===== src/rtl/game_state_mux.sv =====
// Game sequencer (IDLE/PLAY/WIN/LOSE) and final registered pixel selector for the
// racing display; state is mirrored to the display path only on frame boundaries.
module game_state_mux #(
  parameter int HOLD_FRAMES = 180,
  parameter int VIDEO_DLY   = 2
) (
  input  logic        clk,
  input  logic        reset,
  input  logic        video_on,
  input  logic        frame_tick,
  input  logic        btn_start,
  input  logic        win_flag,
  input  logic        crash_flag,
  input  logic [11:0] track_pix,
  input  logic [11:0] title_pix,
  input  logic [11:0] you_win_pix,
  input  logic [11:0] game_over_pix,
  output logic        game_run,
  output logic        game_reset,
  output logic [1:0]  state,
  output logic [11:0] vga_pix
);

  localparam int HW = $clog2(HOLD_FRAMES + 1);
  localparam int VD = (VIDEO_DLY > 0) ? VIDEO_DLY : 1;
  localparam logic [HW-1:0] HOLD_MAX = HW'(HOLD_FRAMES);

  typedef enum logic [1:0] {
    S_IDLE = 2'd0,
    S_PLAY = 2'd1,
    S_WIN  = 2'd2,
    S_LOSE = 2'd3
  } state_t;

  state_t          st;
  state_t          st_next;
  state_t          disp_st;
  logic            btn_q;
  logic            guard;
  logic            start_edge;
  logic            restart;
  logic            hold_done;
  logic [HW-1:0]   hold_cnt;
  logic [VD-1:0]   vid_sr;
  logic            vid_d;
  logic [11:0]     pix_sel;

  assign start_edge = btn_start & ~btn_q;
  assign hold_done  = (hold_cnt == HOLD_MAX);
  assign state      = st;

  always_comb begin
    st_next = st;
    restart = 1'b0;
    unique case (st)
      S_IDLE: begin
        if (start_edge) begin
          st_next = S_PLAY;
          restart = 1'b1;
        end
      end
      S_PLAY: begin
        // guard masks flags left over from the previous game until a frame has passed
        if (!guard) begin
          if (win_flag)        st_next = S_WIN;
          else if (crash_flag) st_next = S_LOSE;
        end
      end
      default: begin
        if (hold_done && start_edge) begin
          st_next = S_PLAY;
          restart = 1'b1;
        end
      end
    endcase
  end

  always_comb begin
    pix_sel = track_pix;
    unique case (disp_st)
      S_IDLE:  pix_sel = title_pix;
      S_PLAY:  pix_sel = track_pix;
      S_WIN:   pix_sel = (you_win_pix != 12'h000) ? you_win_pix : track_pix;
      default: pix_sel = (game_over_pix != 12'h000) ? game_over_pix : track_pix;
    endcase
  end

  assign vid_d = (VIDEO_DLY == 0) ? video_on : vid_sr[VD-1];

  always_ff @(posedge clk) begin
    if (reset) begin
      st         <= S_IDLE;
      disp_st    <= S_IDLE;
      game_run   <= 1'b0;
      game_reset <= 1'b0;
      vga_pix    <= 12'h000;
      hold_cnt   <= '0;
      btn_q      <= 1'b0;
      guard      <= 1'b0;
      vid_sr     <= '0;
    end else begin
      st         <= st_next;
      btn_q      <= btn_start;
      game_reset <= restart;
      game_run   <= (st_next == S_PLAY);

      if (restart)
        guard <= 1'b1;
      else if (st == S_PLAY && frame_tick)
        guard <= 1'b0;

      // Held at zero during PLAY so it is already cleared on entry to WIN/LOSE
      if (st == S_PLAY)
        hold_cnt <= '0;
      else if ((st == S_WIN || st == S_LOSE) && frame_tick && !hold_done)
        hold_cnt <= hold_cnt + 1'b1;

      if (frame_tick)
        disp_st <= st;

      vid_sr[0] <= video_on;
      for (int i = 1; i < VD; i++)
        vid_sr[i] <= vid_sr[i-1];

      vga_pix <= vid_d ? pix_sel : 12'h000;
    end
  end

endmodule


===== config.mk =====
export PLATFORM = sky130hd
export DESIGN_NAME = game_state_mux
export DESIGN_NICKNAME = d
export VERILOG_FILES = /design/src/rtl/game_state_mux.sv
export SDC_FILE = /design/constraint.sdc
export NUM_CORES = 1
export LEC_CHECK = 0
export CAP_MARGIN = 20
export CORE_MARGIN = 2
export CORE_UTILIZATION = 60
export DETAILED_ROUTE_END_ITERATION = 16
export DONT_BUFFER_PORTS = 1
export MAX_ROUTING_LAYER = met4
export PLACE_DENSITY = 0.82
export REMOVE_ABC_BUFFERS = 1
export SETUP_SLACK_MARGIN = 0.5
export SLEW_MARGIN = 20
export SYNTH_ARGS = -nofsm -noshare
export SYNTH_HDL_FRONTEND = slang
export SYNTH_SLANG_ARGS = --single-unit

===== constraint.sdc =====
create_clock -name clk -period 2.3 [get_ports clk]
set_clock_uncertainty 0.15 [all_clocks]
set_input_delay 0.46 -clock clk [delete_from_list [all_inputs] [get_ports clk]]
set_output_delay 0.46 -clock clk [all_outputs]
set_load 0.02 [all_outputs]

Yosys cells after proc, flatten, opt, wreduce, memory -nomap -nowiden
Index checks and enable logic that the tools add are counted.
Storage, ports and cells
  input bits: 55
  register bits: 30
  output and inout port bits: 16
Cells by class
  eq/ne operators: 7
  mux-type cells: 14
  bitwise operators: 3
  reductions and logical operators: 13
  $add $sub $neg: 1
Operators by type and width (count)
  $pmux W12 S3: 1
  $mux W12: 2
  $reduce_bool A12 Y1: 2
  $mux W2: 5
  $add A8 B1 Y8 const B: 1
  $eq A8 B8 Y1 const B: 1
  $eq A2 B1 Y1 const B: 3
  $eq A2 B2 Y1 const B: 3
  $logic_and A1 B1 Y1: 4
  $logic_not A2 Y1: 2
  $mux W1: 4
  $pmux W2 S2: 1
  $reduce_or A2 Y1: 2
  $not A1 Y1: 2
  $pmux W1 S2: 1
  $reduce_bool A2 Y1: 1
  $and A1 B1 Y1: 1
  $logic_not A1 Y1: 1
  $logic_or A1 B1 Y1: 1

Logic depth before layout (Yosys ltp)
Gate-level depths: netlist of the first run.
  depth in word-level cells: 6
  mapped depth: 6

Worst setup path before layout of the first run
No wires, ideal clock.
  kind: input-to-reg
  start point: input port you_win_pix[8]
  end point: register vga_pix[11]
  arrival time: 1.683 ns
  slack: 0.364 ns
  setup time: 0.103 ns
  cell stages on the path: 4
  cell sequence: or4_4 > nor4_4 > a21oi_1 > a2111oi_2
Between the ends
  word-level cells in the longest chain between the ends: 3
Ends and longest elaborated chain
  start: declaration: RTL line 16  | input logic [11:0] you_win_pix,
  $reduce_bool A12 Y1: RTL line 83  | S_WIN: pix_sel = (you_win_pix != 12'h000) ? you_win_pix : track_pix;
  $mux W12: RTL line 83
  $pmux W12 S3: RTL line 80  | unique case (disp_st)
  end signal: assignment: RTL line 125  | vga_pix <= vid_d ? pix_sel : 12'h000;
  end: declaration: RTL line 21  | output logic [11:0] vga_pix
No other way between the ends.
A chain may end at the register's enable or synchronous reset.

Final worst setup path of the first run
  start point: register hold_cnt[1]
  end point: register hold_cnt[1]
Between the ends
  word-level cells in the longest chain between the ends: 3
  elaborated cells between the ends (all ways): 4
  those cells by class: 1 x add/sub; 1 x eq/ne; 2 x reduce/logical
Ends and longest elaborated chain
  start: declaration: RTL line 43  | logic [HW-1:0] hold_cnt;
  start signal: assignment: RTL line 116  | hold_cnt <= hold_cnt + 1'b1;
  parallel branches: the longest is 3 deep, another holds $add A8 B1 Y8
Several ways; the timed one is not identified.

==> qor.csv, run 1 <==
metric;value;unit
setup violators final;0;
synth warn;0;
critical path required time;2.38;ns
xor-xnor portion of the synthesized cell area;0.0373;
vias post-DR;1431;
Fin Setup TNS;0;ns
largest net degree at the start of global routing;27;
starting density of the core;0.646;
Die Height;56.3;µm
RSZ-0062 raised after global routing;true;
most frequent cell after synthesis;dfxtp_1;
post-synthesis area per instance;8.98;µm²
total placed instance area;0.00168;mm²
post-synthesis mux area share;0.128;
Port Buffer Count;0;
Worst setup SP type;flip-flop;
Post-synth EDFFs;0;
Post-Route WL;4.01;mm
Simple-Gate Fraction of Synth Area;0.201;
Combinational Power Share;0.098;
ys flop type;dfxtp_1;
hpwl dp;2.85;mm
Power Total;1.25;mW
CTS Root Cell;clkbuf_4;
Worst Hold Class;input port to flip-flop;
first-pass GRT wire length;6.28;mm
Inserted Clock Buffers;5;
Clock transition at path regs;0.10;ns
FFs w/ async S/R, synth;0;
GR Util All Layers;0.258;
cell taking the most area after synthesis;dfxtp_1;
CTS tree;yes;
post-synthesis register bit count;30;
worst path cell trace;inv_1, ha_1, and3_1, a21oi_1, mux2i_1, nor2_1;
status;finished clean;
GP Congestion;0.912;
share of the synthesized area in the top cell type;0.365;
Rows;18;
Mapped Cells;183;
endpoints failing hold;0;
DRC errors left;0;
Worst Setup End Kind;flip-flop;
initial antenna violation count;0;
NetSw;0.289;mW
Area Overhead vs Synth;13.4;%
Final Cell Area;0.00186;mm²
full die area;0.00317;mm²
Seq. cell area;604;µm²
Slowest-stage cell, CP;dfxtp_1;
Ports;71;
post-detailed-route count of antenna-violating nets;0;
core area;0.00254;mm²
largest family of logic cells by synthesized area;simple AND/OR/NAND/NOR gates;
Worst VDD drop;0.000540;V
compound-gate portion of the synthesized area;0.190;
slowest stage delay, CP;0.43;ns
critical path type;flip-flop to flip-flop;
1st-iter DRT viols;31;
adder-cell share of the synthesized area;0.0152;
fin crit share;0.777;
Max Root-Sink Buffers;2;
wire per inst;18.1;µm
Area contributors post-synth;dfxtp_1 (37%), mux2i_1 (7.3%), a21oi_1 (5.8%);
worst skew pair latency;0.33;ns
Reg power frac;0.455;
CP Max Fanout;6;
number of distinct library cells after synthesis;38;
worst-margin pin slew;0.515;ns
die width;56.3;µm
PwrDens;673;mW/mm²
Synth top cells by count;dfxtp_1 (30), inv_1 (22), a21oi_1 (19);
max_slew headroom;0.651;
Avg Vias per Cell;6.48;
Pint;0.965;mW
Pleak;0.697;nW
Sw Ratio;0.230;
layout cell share with drive strength beyond 1;0.178;
Tmin final;1.79;ns
DR pass1 iterations;4;
clock power share;0.447;
Overflow after GRT;0;
max cap viols;0;
Layout Nets;247;
Antenna Diode Count;0;
Slew Limit Fails;0;
clock sink count;30;
Achievable Freq;0.560;GHz
Critical Path AT;1.86;ns
area of the multi-input gates;958;µm²
H-tree levels;2;
Post-Syn Area;0.00164;mm²
vias in the first global route;1458;
fillers;188;
register area share after synthesis;0.365;
## layer usage
metal	global-route usage	vias to the layer above	routed length, µm
met5	-	-	0
li1	-	678	-
met4	0.0850	0	8
met2	0.412	70	1970
met1	0.296	681	1660
met3	0.104	2	370
## critical path: cells and delay by family, from the launching register on
| kind | cells | cell delay, ns |
|---|---|---|
| fa+ha+maj | 1 | 0.18 |
| mux | 1 | 0.23 |
| buf+inv | 1 | 0.07 |
| compound gates | 1 | 0.33 |
| flops | 1 | 0.43 |
| simple gates | 2 | 0.28 |
## cells by family (layout without fill, tap and decap cells)
| family | Yosys count | count (layout) |
|---|---|---|
| DFF | 30 | 30 |
| and+or+nand+nor | 55 | 55 |
| AOI/OAI and AO/OA | 46 | 46 |
| muxes | 16 | 16 |
| adders and majority gates | 2 | 2 |
| xor gates and xnor gates | 7 | 7 |
| buffers and inverters | 27 | 35 |
## cells in the final DEF (no fill, tap or decap), drive strengths merged, types with 2 or more instances in the layout
cell type,n
a2111oi,3
a211oi,7
a21oi,19
a311oi,2
and3,3
buf,3
bufinv,2
clkbuf,7
dfxtp,30
ha,2
inv,22
mux2i,12
mux4,4
nand2,11
nand2b,3
nand4,3
nor2,15
nor2b,5
nor4,4
o21ai,8
o31ai,2
or4,5
xnor2,3
xor2,4
## registers in the layout, summed over array words and instances (netlist names)
name and count:
state 2, guard 1, game_reset 1, btn_q 1
vid_sr 2, hold_cnt 8, vga_pix 12, disp_st 2
game_run 1
## final timing paths
| check | start | to | slack, ns | cells after the start |
|---|---|---|---|---|
| worst max register to register | hold_cnt[1]$_SDFFE_PP0P_ | hold_cnt[1]$_SDFFE_PP0P_ | 0.51 | 6 |
| worst min register to register | vid_sr[0]$_SDFF_PP0_ | vid_sr[1]$_SDFF_PP0_ | 0.31 | 1 |
| worst min-delay path | reset | disp_st[1]$_SDFFE_PP0P_ | 0.02 | 1 |
| worst max-delay path | hold_cnt[1]$_SDFFE_PP0P_ | hold_cnt[1]$_SDFFE_PP0P_ | 0.51 | 6 |
## power by group through the flow
stage / clock, mW / sequential [mW] / combinational [mW]
floorplan: 0 / 0.584 / 0.0824
global placement: 0 / 0.581 / 0.105
detailed placement: 0 / 0.581 / 0.110
CTS: 0.564 / 0.569 / 0.113
global route: 0.597 / 0.574 / 0.135
finish: 0.561 / 0.571 / 0.123
## per-stage QoR
stage | setup WS [ns] | hold WS (ns) | util | instances
after global routing | 0.426 | 0.00579 | 0.733 | 221
after global placement | 0.285 | 0.276 | 0.661 | 211
after floorplan | 0.312 | 0.264 | - | 178
after detailed placement | 0.220 | 0.286 | 0.661 | 211
final | 0.513 | 0.0221 | 0.733 | 221
after CTS | 0.512 | 0.0234 | 0.705 | 219
## repair_timing
item	4_1_cts	5_1_grt
hold buffers	0	1
setup buffers	0	0
gates resized for setup	0	10
endpoints found under the hold margin	0	5
endpoints found under the setup margin	0	20
## area by class of cell
class,instances,area share
clock buffer,6,0.0275
multi-input combinational,126,0.514
tap,30,0.0201
timing repair buffer,5,0.0376
inverter,22,0.0443
clock inverter,2,0.0322
sequential,30,0.324
(Power assumes the default switching activity.)
==> run 2, diff against run 1 <==
--- a/config.mk
+++ b/config.mk
@@ -7,11 +7,11 @@
 export LEC_CHECK = 0
 export CAP_MARGIN = 20
 export CORE_MARGIN = 2
-export CORE_UTILIZATION = 60
+export CORE_UTILIZATION = 56
 export DETAILED_ROUTE_END_ITERATION = 16
 export DONT_BUFFER_PORTS = 1
 export MAX_ROUTING_LAYER = met4
-export PLACE_DENSITY = 0.82
+export PLACE_DENSITY = 0.8
 export REMOVE_ABC_BUFFERS = 1
 export SETUP_SLACK_MARGIN = 0.5
 export SLEW_MARGIN = 20
==> constraint.sdc (replaced) <==
create_clock -name clk -period 1.6 [get_ports clk]
set_clock_uncertainty 0.15 [all_clocks]
set_input_delay 0.32 -clock clk [delete_from_list [all_inputs] [get_ports clk]]
set_output_delay 0.32 -clock clk [all_outputs]
set_load 0.02 [all_outputs]
==> run 2 against run 1 <==
Against the previous run: the flow now finishes with violations (negative hold slack, negative setup slack); critical path depth decreased by 1; hold slack got worse by 0.050 ns; largest cell class unchanged; combinational power is 130% higher; first-iteration DRC count up 130%.
==> qor.csv, run 2 (synthesized netlist as in run 1, its figures left out) <==
metric;value;unit;change
Tmin final;1.62;ns;
GP Congestion;0.940;;+3.1%
Slew Limit Fails;0;;unchanged
first-pass GRT wire length;8.00;mm;+27%
Worst setup SP type;input port;;
Post-Route WL;5.87;mm;+46%
Rows;19;;+1
Largest register FFs;12;;unchanged
Fin Setup TNS;-0.0236;ns;-0.0236 ns
CP Max Fanout;4;;-2
Area Overhead vs Synth;47.3;%;
Ports;71;;unchanged
Antenna Diode Count;0;;unchanged
fillers;136;;-28%
critical path required time;1.69;ns;-0.69 ns
Reg power frac;0.508;;+0.053
Inserted Clock Buffers;5;;unchanged
Final Cell Area;0.00242;mm²;+30%
Overflow after GRT;0;;unchanged
critical path type;input port to flip-flop;;
full die area;0.00339;mm²;+6.6%
Worst Hold Class;input port to flip-flop;;
failing checks;negative hold slack, negative setup slack;;
hpwl dp;3.21;mm;+13%
commonest non-fill, non-tap cell in the layout;inv_1;;
setup violators final;1;;+1
area of the multi-input gates;0.00115;mm²;+20%
Pint;1.11;mW;+15%
NetSw;0.464;mW;+60%
clock power share;0.312;;-0.135
DRC errors left;0;;unchanged
Combinational Power Share;0.179;;+0.081
Pleak;0.923;nW;+32%
Worst Setup End Kind;flip-flop;;
top routing layer in use;met4;;
Post-Route M1 WL;2.10;mm;+27%
wire length on met2;2.97;mm;+51%
Achievable Freq;0.616;GHz;
worst skew pair latency;0.34;ns;about the same
vias in the first global route;1707;;+17%
H-tree levels;2;;unchanged
RSZ-0062 raised after global routing;true;;
initial antenna violation count;0;;unchanged
Worst VDD drop;0.000695;V;+29%
Avg Vias per Cell;6.75;;+4.3%
Min Hold Slack;-0.0280;ns;-0.0501 ns
worst-margin pin slew;0.458;ns;-0.0575 ns
largest net degree at the start of global routing;21;;-22%
clock sink count;30;;unchanged
Die Height;58.2;µm;+3.3%
PwrDens;650;mW/mm²;-3.4%
commonest cells after routing, fill and taps aside;inv_1 (20), buf_4 (19), dfxtp_4 (18), nor2_1 (14);;
Sw Ratio;0.295;;+0.0642
vias post-DR;1742;;+22%
endpoints failing hold;3;;+3
Most flops, register;vga_pix;;
DR pass1 iterations;5;;+1
fin crit share;1.01;;
GR Util All Layers;0.325;;+0.0673
Port Buffer Count;0;;unchanged
Clock transition at path regs;0.11;ns;about the same
CTS tree;yes;;
die width;58.2;µm;+3.3%
Seq. cell area;676;µm²;+12%
1st-iter DRT viols;71;;+130%
max cap viols;0;;unchanged
met3 WL post-DR;502;µm;+36%
post-detailed-route count of antenna-violating nets;0;;unchanged
wire per inst;22.7;µm;+25%
core area;0.00278;mm²;+9.3%
Regs by FF count;vga_pix x12, hold_cnt x8;;
Critical Path AT;1.71;ns;-0.15 ns
CTS Root Cell;clkbuf_4;;
Max Root-Sink Buffers;2;;unchanged
max_slew headroom;0.694;;+0.0425
fin worst setup slack;-0.0236;ns;-0.537 ns
status;finished, violations left;;
Layout Nets;283;;+15%
layout cell share with drive strength beyond 1;0.476;;+0.298
total placed instance area;0.00174;mm²;+3.2%
starting density of the core;0.591;;-0.0549
## run 2: cell count changes in the layout (fill, tap and decap cells not counted), sizes merged
cell         change
buf             +25
bufinv           -2
clkbuf           +1
clkinv           +1
dlygate4sd3     +11
## run 2: worst max-delay path: stages
cell and delay, ns:
or4_4 0.57, nor4_4 0.32, buf_4 0.17, a21oi_2 0.05, a2111oi_2 0.27
## run 2: stage by stage
| step | instances | setup WS (ns) | total power, mW | utilization | hold WS (ns) |
|---|---|---|---|---|---|
| after floorplan | 178 | -0.388 | 0.958 | - | 0.239 |
| after global routing | 258 | -0.0342 | 1.63 | 0.871 | -0.0177 |
| final | 258 | -0.0236 | 1.57 | 0.871 | -0.0280 |
| after detailed placement | 219 | -0.334 | 1.01 | 0.624 | 0.245 |
| after CTS | 242 | 0.0161 | 1.50 | 0.759 | -0.0280 |
| after global placement | 219 | -0.269 | 0.995 | 0.624 | 0.241 |
## run 2: path summary, 6_finish.rpt
check                           depth (start not counted)                     from                endpoint  slack [ns]
worst min register to register                          1     vid_sr[0]$_SDFF_PP0_    vid_sr[1]$_SDFF_PP0_        0.32
worst max register to register                          6  disp_st[1]$_SDFFE_PP0P_  vga_pix[11]$_SDFF_PP0_       -0.01
worst min-delay path                                    2        game_over_pix[11]  vga_pix[11]$_SDFF_PP0_       -0.03
worst max-delay path                                    5           you_win_pix[7]  vga_pix[11]$_SDFF_PP0_       -0.02
## run 2: final cells by class
class | instances | share of cell area
Clock buffer | 7 | 0.0227
Clock inverter | 1 | 0.00207
Inverter | 22 | 0.0341
Multi-Input combinational cell | 126 | 0.475
Sequential cell | 30 | 0.279
Tap cell | 31 | 0.0160
Timing Repair Buffer | 41 | 0.171
## run 2: routing by layer
layer  vias to the layer above  global-route usage
li1                        747                   -
met1                       846               0.337
met2                       116               0.581
met3                        33              0.0759
met4                         0               0.146
met5                         -                   -
## run 2: what timing repair did
item	4_1_cts	5_1_grt
resized for setup	64	42
gates cloned	0	1
buffers inserted	5	13
hold endpoints to repair	17	5
hold buffers	10	2
setup endpoints to repair	41	41
pin swaps	20	23
## run 2: power by group through the flow
stage               registers [mW]  logic, mW  clock network (mW)
floorplan                    0.839      0.118                   0
global placement             0.826      0.169                   0
CTS                          0.805      0.214               0.486
finish                       0.800      0.282               0.492
detailed placement           0.827      0.178                   0
global route                 0.804      0.299               0.528
==> run 3, diff against run 2 <==
--- a/config.mk
+++ b/config.mk
@@ -11,7 +11,7 @@
 export DETAILED_ROUTE_END_ITERATION = 16
 export DONT_BUFFER_PORTS = 1
 export MAX_ROUTING_LAYER = met4
-export PLACE_DENSITY = 0.8
+export PLACE_DENSITY_LB_ADDON = 0.05
 export REMOVE_ABC_BUFFERS = 1
 export SETUP_SLACK_MARGIN = 0.5
 export SLEW_MARGIN = 20
==> run 3 against run 2 <==
Against the previous run: the run still ends with negative hold slack, negative setup slack left; total power is 0.12% higher; hold slack better by 0.0056 ns; core utilization hardly changed; sequential share of layout area is 0.81 points lower; critical path depth stayed put.
==> qor.csv, run 3 (synthesized netlist as in run 1, its figures left out) <==
metric;value;unit;change
core area;0.00278;mm²;unchanged
DR pass1 iterations;6;;+1
DRC errors left;0;;unchanged
H-tree levels;2;;unchanged
CTS Root Cell;clkbuf_4;;
clock sink count;30;;unchanged
Slew Limit Fails;0;;unchanged
CP Max Fanout;4;;unchanged
GP Congestion;0.874;;-7.1%
Antenna Diode Count;0;;unchanged
vias in the first global route;1536;;-10%
starting density of the core;0.591;;unchanged
Die Height;58.2;µm;unchanged
largest net degree at the start of global routing;20;;-4.8%
initial antenna violation count;0;;unchanged
Port Buffer Count;0;;unchanged
Area Overhead vs Synth;47.3;%;about the same
max cap viols;0;;unchanged
Critical Path AT;1.71;ns;about the same
Achievable Freq;0.613;GHz;-0.42%
vias post-DR;1694;;-2.8%
wire per inst;19.4;µm;-15%
total placed instance area;0.00175;mm²;+0.86%
Post-Route WL;5.13;mm;-13%
fin worst setup slack;-0.0305;ns;-0.00689 ns
commonest cells after routing, fill and taps aside;buf_4 (21), inv_1 (20), a21oi_1 (17), nor2_1 (14), dlygate4sd3_1 (14);;
met3 WL post-DR;453;µm;-9.8%
Largest register FFs;12;;unchanged
top routing layer in use;met4;;
RSZ-0062 raised after global routing;true;;
Worst setup SP type;input port;;
failing checks;negative hold slack, negative setup slack;;
setup violators final;2;;+1
Most flops, register;vga_pix;;
die width;58.2;µm;unchanged
Regs by FF count;vga_pix x12, hold_cnt x8;;
Inserted Clock Buffers;5;;unchanged
first-pass GRT wire length;6.94;mm;-13%
Fin Setup TNS;-0.0484;ns;-0.0248 ns
full die area;0.00339;mm²;unchanged
Avg Vias per Cell;6.39;;-5.3%
wire length on met2;2.54;mm;-14%
Worst VDD drop;0.000719;V;+3.5%
commonest non-fill, non-tap cell in the layout;buf_4;;
Final Cell Area;0.00242;mm²;about the same
PwrDens;651;mW/mm²;+0.17%
Tmin final;1.63;ns;+0.00689 ns
max_slew headroom;0.676;;-0.0178
Worst Setup End Kind;flip-flop;;
Pleak;0.969;nW;+5.0%
Overflow after GRT;0;;unchanged
fin crit share;1.02;;+0.00430
critical path type;input port to flip-flop;;
Post-Route M1 WL;1.99;mm;-5.4%
Rows;19;;unchanged
Hold Buf Count CTS;14;;+4
layout cell share with drive strength beyond 1;0.436;;-0.0399
hold depth;2;;unchanged
CTS tree;yes;;
hpwl dp;2.87;mm;-11%
critical path required time;1.68;ns;about the same
Max Root-Sink Buffers;2;;unchanged
post-detailed-route count of antenna-violating nets;0;;unchanged
Min Hold Slack;-0.0224;ns;+0.00565 ns
worst skew pair latency;0.33;ns;about the same
Layout Nets;290;;+2.5%
1st-iter DRT viols;107;;+51%
Worst Hold Class;input port to flip-flop;;
GR Util All Layers;0.282;;-0.0433
Ports;71;;unchanged
Clock transition at path regs;0.10;ns;about the same
status;finished, violations left;;
reg2reg path depth;8;;+2
worst-margin pin slew;0.484;ns;+0.0266 ns
endpoints failing hold;2;;-1
-- run 3: changes by cell type in the layout (fill, tap and decap cells not counted), sizes merged --
cell	previous run	this run
clkbuf	8	6
buf	28	33
clkinvlp	0	1
dlygate4sd3	12	14
bufbuf	0	1
-- run 3: path summary, 6_finish.rpt --
check / slack (ns) / start / to
min: -0.02 / game_over_pix[11] / vga_pix[11]$_SDFF_PP0_
max: -0.03 / you_win_pix[10] / vga_pix[10]$_SDFF_PP0_
min reg2reg: 0.30 / vid_sr[0]$_SDFF_PP0_ / vid_sr[1]$_SDFF_PP0_
max reg2reg: -0.02 / disp_st[1]$_SDFFE_PP0P_ / vga_pix[11]$_SDFF_PP0_
-- run 3: cell type report --
| cell class | count | area (µm²) |
|---|---|---|
| clock buffers | 6 | 51.3 |
| flip-flops and latches | 30 | 656 |
| fillers | 149 | 360 |
| clock inverters | 2 | 12.5 |
| repair buffers | 48 | 473 |
| multi-input cells | 126 | 1110 |
| well taps | 31 | 38.8 |
| inverters | 22 | 82.6 |
-- run 3: worst max-delay path, cell delays in order --
cell and delay, ns:
or4_4 0.57, nor4_4 0.35, buf_4 0.20, a21oi_4 0.06
a211oi_2 0.21
-- run 3: metrics by stage --
| stage | std cells | setup WS [ns] | util | hold slack [ns] | total power, mW |
|---|---|---|---|---|---|
| 6_report | 265 | -0.0305 | 0.870 | -0.0224 | 1.58 |
| 5_1_grt | 265 | -0.0690 | 0.870 | -0.0306 | 1.65 |
| 4_1_cts | 255 | 0.0216 | 0.808 | -0.0237 | 1.55 |
| 3_5_place_dp | 221 | -0.383 | 0.630 | 0.242 | 1.01 |
| 3_3_place_gp | 221 | -0.345 | 0.630 | 0.243 | 1.00 |
| 2_1_floorplan | 178 | -0.388 | - | 0.239 | 0.958 |
-- run 3: layer usage --
layer	global-route usage	vias up
met2	0.458	105
met1	0.332	808
met4	0.106	0
met5	-	-
li1	-	761
met3	0.0781	20
-- run 3: repair_timing --
item | 4_1_cts | 5_1_grt
setup buffers | 11 | 10
hold endpoints to repair | 18 | 1
pin swaps | 25 | 15
resized for setup | 64 | 23
setup endpoints to repair | 41 | 42
gates cloned | 1 | 0
-- run 3: power by group --
group | leakage (nW) | total, mW | internal, mW | switching [mW]
combinational | 0.677 | 0.283 | 0.148 | 0.135
clock | 0.0343 | 0.494 | 0.211 | 0.283
sequential | 0.258 | 0.798 | 0.766 | 0.0323
